<file path="src/rtl/display_scan_mux.sv">
// Four-digit hex scan multiplexer feeding one shared 7-segment decoder.
// Each digit slot is a blanking gap followed by a prescaled drive period.
module display_scan_mux #(
    parameter int unsigned DIV_WIDTH  = 16,
    parameter int unsigned DIV_MAX    = 49999,
    parameter int unsigned GAP_CYCLES = 2
) (
    input  logic        clk,
    input  logic        rst,
    input  logic        load,
    input  logic [15:0] value,
    input  logic [3:0]  blank_mask,
    output logic        w,
    output logic        x,
    output logic        y,
    output logic        z,
    output logic [3:0]  an,
    output logic        frame_start
);

    typedef enum logic {
        BLANK = 1'b0,
        DRIVE = 1'b1
    } state_t;

    localparam logic [DIV_WIDTH-1:0] PRESC_LAST = DIV_WIDTH'(DIV_MAX);
    localparam logic [DIV_WIDTH-1:0] PRESC_ONE  = DIV_WIDTH'(1);
    localparam logic [7:0]           GAP_LAST   = 8'(GAP_CYCLES - 1);

    state_t               state_q, state_d;
    logic [15:0]          shadow_q, shadow_d;
    logic [1:0]           idx_q, idx_d;
    logic [DIV_WIDTH-1:0] presc_q, presc_d;
    logic [7:0]           gap_q, gap_d;
    logic [3:0]           nib_q, nib_d;
    logic [3:0]           an_q, an_d;
    logic                 fs_q, fs_d;

    // Next-state: slot sequencing, shadow capture and registered outputs
    always_comb begin
        state_d  = state_q;
        idx_d    = idx_q;
        presc_d  = presc_q;
        gap_d    = gap_q;
        fs_d     = 1'b0;
        shadow_d = load ? value : shadow_q;
        // Nibble follows the current index; the gap hides the one-cycle lag
        nib_d    = shadow_q[{idx_q, 2'b00} +: 4];

        unique case (state_q)
            BLANK: begin
                if (gap_q == GAP_LAST) begin
                    gap_d   = 8'd0;
                    presc_d = '0;
                    state_d = DRIVE;
                end else begin
                    gap_d = gap_q + 8'd1;
                end
            end
            DRIVE: begin
                if (presc_q == PRESC_LAST) begin
                    presc_d = '0;
                    idx_d   = idx_q + 2'd1;
                    state_d = BLANK;
                    fs_d    = (idx_q == 2'd3);
                end else begin
                    presc_d = presc_q + PRESC_ONE;
                end
            end
        endcase

        // Anode tracks the state being entered so it switches with the FSM
        if (state_d == DRIVE && !blank_mask[idx_d]) begin
            an_d = ~(4'b0001 << idx_d);
        end else begin
            an_d = 4'b1111;
        end
    end

    // State and output registers with synchronous reset
    always_ff @(posedge clk) begin
        if (rst) begin
            state_q  <= BLANK;
            shadow_q <= 16'h0000;
            idx_q    <= 2'd0;
            presc_q  <= '0;
            gap_q    <= 8'd0;
            nib_q    <= 4'b0000;
            an_q     <= 4'b1111;
            fs_q     <= 1'b0;
        end else begin
            state_q  <= state_d;
            shadow_q <= shadow_d;
            idx_q    <= idx_d;
            presc_q  <= presc_d;
            gap_q    <= gap_d;
            nib_q    <= nib_d;
            an_q     <= an_d;
            fs_q     <= fs_d;
        end
    end

    assign {w, x, y, z} = nib_q;
    assign an           = an_q;
    assign frame_start  = fs_q;

endmodule

</file>
<file path="config.mk">
export PLATFORM = sky130hd
export DESIGN_NAME = display_scan_mux
export DESIGN_NICKNAME = d
export VERILOG_FILES = /design/src/rtl/display_scan_mux.sv
export SDC_FILE = /design/constraint.sdc
export NUM_CORES = 1
export LEC_CHECK = 0
export CAP_MARGIN = 0
export CORE_ASPECT_RATIO = 1.1
export CORE_UTILIZATION = 35
export DETAILED_ROUTE_END_ITERATION = 12
export DONT_BUFFER_PORTS = 1
export MAX_ROUTING_LAYER = met4
export PLACE_DENSITY = 0.59
export SLEW_MARGIN = 20
export SYNTH_ARGS = -nofsm -noshare
export SYNTH_HDL_FRONTEND = slang
export SYNTH_SLANG_ARGS = --single-unit
</file>
<file path="constraint.sdc">
create_clock -name clk -period 2.3 [get_ports clk]
set_input_delay 0.115 -clock clk [delete_from_list [all_inputs] [get_ports clk]]
set_output_delay 0.115 -clock clk [all_outputs]
set_load 0.05 [all_outputs]
</file>
* Word-level counts from Yosys, hierarchy flattened *
Cells that the tools add are included.

operators by class
  add/subtract/negate cells = 3
  equality and inequality tests = 4
  reduce and logical (&&, ||, !) cells = 4
  multiplexer cells = 11
  bitwise gates (word level) = 4
  order comparisons = 1
  shift-type cells = 2

operators by type and width
  kind                                                                    count
  16-bit 2-to-1 mux                                                       2
  16-bit one-hot mux with 2 select lines                                  1
  16-bit by 1-bit adder with 16-bit output (second input constant)        1
  16-bit equality test (second input constant)                            1
  16-bit by 5-bit indexed part select with 4-bit output                   1
  8-bit by 1-bit adder with 8-bit output (second input constant)          1
  8-bit by 1-bit equality test with 1-bit output (second input constant)  1
  8-bit 2-to-1 mux                                                        1
  2-bit 2-to-1 mux                                                        2
  4-bit NOT                                                               1
  1-bit by 2-bit left shift with 4-bit output (first input constant)      1
  2-bit by 3-bit < comparator with 1-bit output (second input constant)   1
  1-bit 2-to-1 mux                                                        3
  1-bit NOT                                                               3
  3-bit OR reduction                                                      1
  2-bit by 1-bit adder with 2-bit output (second input constant)          1
  1-bit binary-select mux with 2-bit select                               1
  2-bit equality test (second input constant)                             1
  2-bit != test (second input constant)                                   1
  1-bit one-hot mux with 2 select lines                                   1
  2-bit OR reduction                                                      1
  1-bit logical AND                                                       1
  1-bit zero test                                                         1

word-level totals
  output and inout port bits = 9
  logic and storage cells = 37
  register bits = 52
  bits of input ports = 23

* Longest topological paths before layout *
  depth after elaboration = 9
  depth in mapped cells = 8
  gate-level depth less buffers = 7

* Least setup slack after synthesis *
Ideal clock, no wire load.

  kind = register to register
  start point = reg presc_q[0]
  end point = reg presc_q[10]
  data required time = 2,175 ps
  path slack = 511 ps
  buffers on the path = 1
  arrival time = 1,664 ps
  clock period less this slack = 1,789 ps
  stages on the path, launching flop included = 8
  setup time = 125 ps
  cell sequence = dfxtp_1 ha_1 nand3_1 nor4_4 nor2_1 buf_2 a21oi_1 o32ai_1

between the ends
  cells in the longest elaborated chain, start to end = 3
  elaborated cells between the ends (all ways) = 4
  those cells by class = add/sub: 1; eq/ne: 1; mux: 2

RTL lines
  item                                                                                     line    source
  start, declared                                                                          33      logic [DIV_WIDTH-1:0] presc_q, presc_d;
  start signal, assigned                                                                   95      presc_q <= presc_d;
  16-bit by 1-bit adder with 16-bit output / 16-bit equality test (equally long branches)  67, 61
  16-bit 2-to-1 mux (*)                                                                    61      if (presc_q == PRESC_LAST) begin
  16-bit one-hot mux with 2 select lines (*)                                               50      unique case (state_q)

Every way passes the cells marked *; elsewhere a longest branch is shown, timed or not.
A chain may end at the register's enable or synchronous reset.

* Worst setup path in the final report *
  start point = reg presc_q[0]
  end point = reg presc_q[11]

Same word-level chain as after synthesis.

==> summary.json <==
{
  "drt_pre_antenna_iters": {"value": 4},
  "number_of_antenna_violations_at_the_first_check_in_global_routing": {"value": 0},
  "std_cell_rows": {"value": 30},
  "antennaDiodeCount": {"value": 0},
  "wl_per_cell": {"value": 14.5, "unit": "microns"},
  "synth_cell_types": {"value": 47},
  "cts_repair_resize_count": {"value": 0},
  "cellLeakagePower": {"value": 1.10, "unit": "nW"},
  "synth-async-reset-ratio": {"value": 0, "unit": "%"},
  "via_per_inst": {"value": 5.18},
  "tightestPinTransition": {"value": 1.12, "unit": "ns"},
  "synth_area": {"value": 2300, "unit": "sq um"},
  "number_of_instances_in_the_synthesized_netlist": {"value": 243},
  "cts_tree": {"value": "done"},
  "tritoncts.num_buffers": {"value": 5},
  "whs": {"value": 0.0407, "unit": "ns"},
  "ys_seq_area_share": {"value": 45.3, "unit": "%"},
  "grt_start_max_net_pins": {"value": 31},
  "multi_input_area": {"value": 1180, "unit": "sq um"},
  "clkPwrFrac": {"value": 32.2, "unit": "%"},
  "fp.dieW": {"value": 79.3, "unit": "microns"},
  "yosys_warnings": {"value": 0},
  "yosys_register_bits": {"value": 52},
  "pwr-share-comb": {"value": 21.3, "unit": "%"},
  "finClkSkew": {"value": 0.0101, "unit": "ns"},
  "clock_insertion_delay_worst_skew": {"value": 0.30, "unit": "ns"},
  "critical_path_required": {"value": 2.49, "unit": "ns"},
  "finish_stage_setup_viols": {"value": 0},
  "ys.flop_type": {"value": "sky130_fd_sc_hd__dfxtp_1"},
  "ctsLongestPathBuffers": {"value": 2},
  "stdcell_count": {"value": 365},
  "clockRootBuffer": {"value": "sky130_fd_sc_hd__clkbuf_8"},
  "path_max_fanout": {"value": 7},
  "timing.final.hold_violations": {"value": 0},
  "switching_share_of_power": {"value": 27.6, "unit": "%"},
  "first_global_vias": {"value": 1893},
  "area_growth_syn_to_layout": {"value": 27.5, "unit": "%"},
  "tritoncts_num_sinks": {"value": 52},
  "floorplan.die.height": {"value": 87.0, "unit": "microns"},
  "synthesis.nets": {"value": 270},
  "detail-route-antenna-nets": {"value": 0},
  "drt_iter0_markers": {"value": 73},
  "clock_tree.htree_level_count": {"value": 2},
  "fp.dieArea": {"value": 6900, "unit": "sq um"},
  "grt.total_usage": {"value": 16.9, "unit": "%"},
  "synth_area_per_cell": {"value": 9.46, "unit": "sq um"},
  "setup_tns": {"value": 0, "unit": "ns"},
  "maxClockFrequency": {"value": 0.518, "unit": "GHz"},
  "vias": {"value": 1891},
  "design.final.nets": {"value": 312},
  "post-place-cells": {"value": 320},
  "ir_worst_vdd": {"value": 443, "unit": "uV"},
  "n_fill_cell": {"value": 576},
  "global_route.overflow_total": {"value": 0},
  "final_period_minus_worst_setup_slack": {"value": 1.93, "unit": "ns"},
  "detail_route.wirelength": {"value": 5300, "unit": "microns"},
  "worstSetupPathType": {"value": "reg -> reg"},
  "drv.max_cap_violation_count": {"value": 0},
  "gpl.final_weighted_congestion": {"value": 0.818},
  "final_layout_size_suffix_gt1_share": {"value": 10.2, "unit": "%"},
  "nature_of_the_critical_path_startpoint": {"value": "register"},
  "critPathArrivalTime": {"value": 2.12, "unit": "ns"},
  "worst_hold_path_type": {"value": "in -> reg"},
  "post-route-period-util": {"value": 84.0, "unit": "%"},
  "post-route-drc-count": {"value": 0},
  "ctsHoldBuffers": {"value": 38},
  "port_buffers": {"value": 0},
  "cts.clk_slew.worst_paths": {"value": 0.10, "unit": "ns"},
  "status": {"value": "finished clean"},
  "detailed_place_hpwl": {"value": 3220, "unit": "microns"},
  "pin_count": {"value": 32},
  "grt_first_pass_wirelength": {"value": 8920, "unit": "microns"},
  "netSwitchingPower": {"value": 0.619, "unit": "mW"},
  "core_area": {"value": 6270, "unit": "sq um"},
  "crit_path_end_kind": {"value": "register"},
  "sequential_cell_area": {"value": 1040, "unit": "sq um"},
  "synth_edf_count": {"value": 0},
  "starting_utilization_of_the_core_area": {"value": 36.7, "unit": "%"},
  "power_density_relative_to_cell_area": {"value": 764, "unit": "nW/um^2"},
  "final_max_slew_viol_count": {"value": 0},
  "max-slew-margin-rel": {"value": 24.8, "unit": "%"},
  "postCtsSetupRepairBufs": {"value": 0},
  "power.share.sequential": {"value": 46.6, "unit": "%"},
  "internal_power_consumption": {"value": 1.62, "unit": "mW"},
  "unrepaired_setup_endpoints_after_global_routing": {"value": "false"}
}
## kinds of logic (layout without fill, tap and decap cells)
kind of cell             count (synthesis)  count (layout)  share of synthesized area [%]
multiplexers                            22              22                           11.8
adder cells (fa/ha/maj)                  4               4                           2.18
flip-flops                              52              52                           45.3
AO/OA/AOI/OAI                           32              32                           9.15
AND/OR/NAND/NOR                        105             105                           25.0
buffers and inverters                   19              61                           3.21
XOR/XNOR                                 9               9                           3.43
## per-stage QoR
step / power (mW) / util (%) / area, sq um / setup slack [ns]
after floorplan: 1.34 / - / 2300 / 0.511
after global placement: 1.46 / 38.6 / 2420 / 0.448
after detailed placement: 1.46 / 38.6 / 2420 / 0.373
after CTS: 2.26 / 46.8 / 2930 / 0.358
after global routing: 2.34 / 46.8 / 2930 / 0.206
final: 2.24 / 46.8 / 2930 / 0.369
## cell usage after synthesis, types with 4 or more instances
cell	number	area share, %
sky130_fd_sc_hd__mux4_2	4	3.9
sky130_fd_sc_hd__mux2i_1	18	7.8
sky130_fd_sc_hd__xor2_1	6	2.3
sky130_fd_sc_hd__nand3_1	15	3.3
sky130_fd_sc_hd__nor2b_1	8	2.2
sky130_fd_sc_hd__clkbuf_1	9	1.5
sky130_fd_sc_hd__a22oi_1	4	1.3
sky130_fd_sc_hd__nand2_1	17	2.8
sky130_fd_sc_hd__a21oi_1	8	1.7
sky130_fd_sc_hd__a31oi_1	7	1.9
sky130_fd_sc_hd__inv_1	6	0.98
sky130_fd_sc_hd__dfxtp_1	52	45
sky130_fd_sc_hd__ha_1	4	2.2
sky130_fd_sc_hd__nor2_1	34	5.6
## sequential cells by signal (all words and copies together), names as in the netlist
name,count
nib_q,4
idx_q,2
state_q,1
gap_q,8
an,4
frame_start,1
presc_q,16
shadow_q,16
## final cells by class
cell class	instances	share of cell area, %
multi-input combinational	172	40.4
sequential	52	35.5
timing repair buffer	48	15.5
tap	80	3.41
clock buffer	5	2.35
clock inverter	2	2.05
inverter	6	0.768
## critical path: stages (launching register included)
cell                      delay [ns]
sky130_fd_sc_hd__dfxtp_1        0.39
sky130_fd_sc_hd__ha_1           0.23
sky130_fd_sc_hd__nand3_1        0.15
sky130_fd_sc_hd__nor4_4         0.42
sky130_fd_sc_hd__nor2_1         0.21
sky130_fd_sc_hd__buf_4          0.20
sky130_fd_sc_hd__a21oi_1        0.13
sky130_fd_sc_hd__mux2i_1        0.08
## cells in the final DEF, fill, tap and decap left out, drive strengths merged, types with 2 or more instances in the layout
| cell type | n |
|---|---|
| buf | 10 |
| nor2b | 8 |
| bufinv | 2 |
| nor4 | 3 |
| nand4 | 2 |
| nor3 | 4 |
| a21oi | 8 |
| nor2 | 34 |
| mux4 | 4 |
| nand3b | 2 |
| nand4b | 3 |
| xnor2 | 3 |
| inv | 6 |
| clkbuf | 5 |
| a31oi | 7 |
| or3 | 3 |
| xor2 | 6 |
| nand2b | 2 |
| and3 | 3 |
| a41oi | 2 |
| nand3 | 15 |
| dlygate4sd3 | 38 |
| dfxtp | 52 |
| a22oi | 4 |
| ha | 4 |
| o21ai | 4 |
| nand2 | 17 |
| mux2i | 18 |
| or4b | 2 |
## power by group through the flow
stage / sequential [mW] / combinational, mW / clock, mW
2_1_floorplan: 1.03 / 0.303 / 0
3_3_place_gp: 1.06 / 0.399 / 0
3_5_place_dp: 1.06 / 0.399 / 0
5_1_grt: 1.05 / 0.524 / 0.765
6_report: 1.04 / 0.477 / 0.721
4_1_cts: 1.04 / 0.472 / 0.746
## path summary, 6_finish.rpt
path	end	slack, ns	startpoint	cells past startpoint
worst max register to register	presc_q[11]	0.37	presc_q[0]	7
worst min register to register	presc_q[15]	0.48	presc_q[15]	1
worst max-delay path	presc_q[11]	0.37	presc_q[0]	7
worst min-delay path	frame_start	0.04	rst	1
## per-layer routing
metal	vias to the layer above	GRT usage (%)	part of all wire, %
met2	41	29.5	49
met4	0	4.30	1.0
met3	7	2.72	2.8
li1	938	-	-
met5	-	-	0
met1	905	20.3	47
Power figures use the tool's default switching activity.
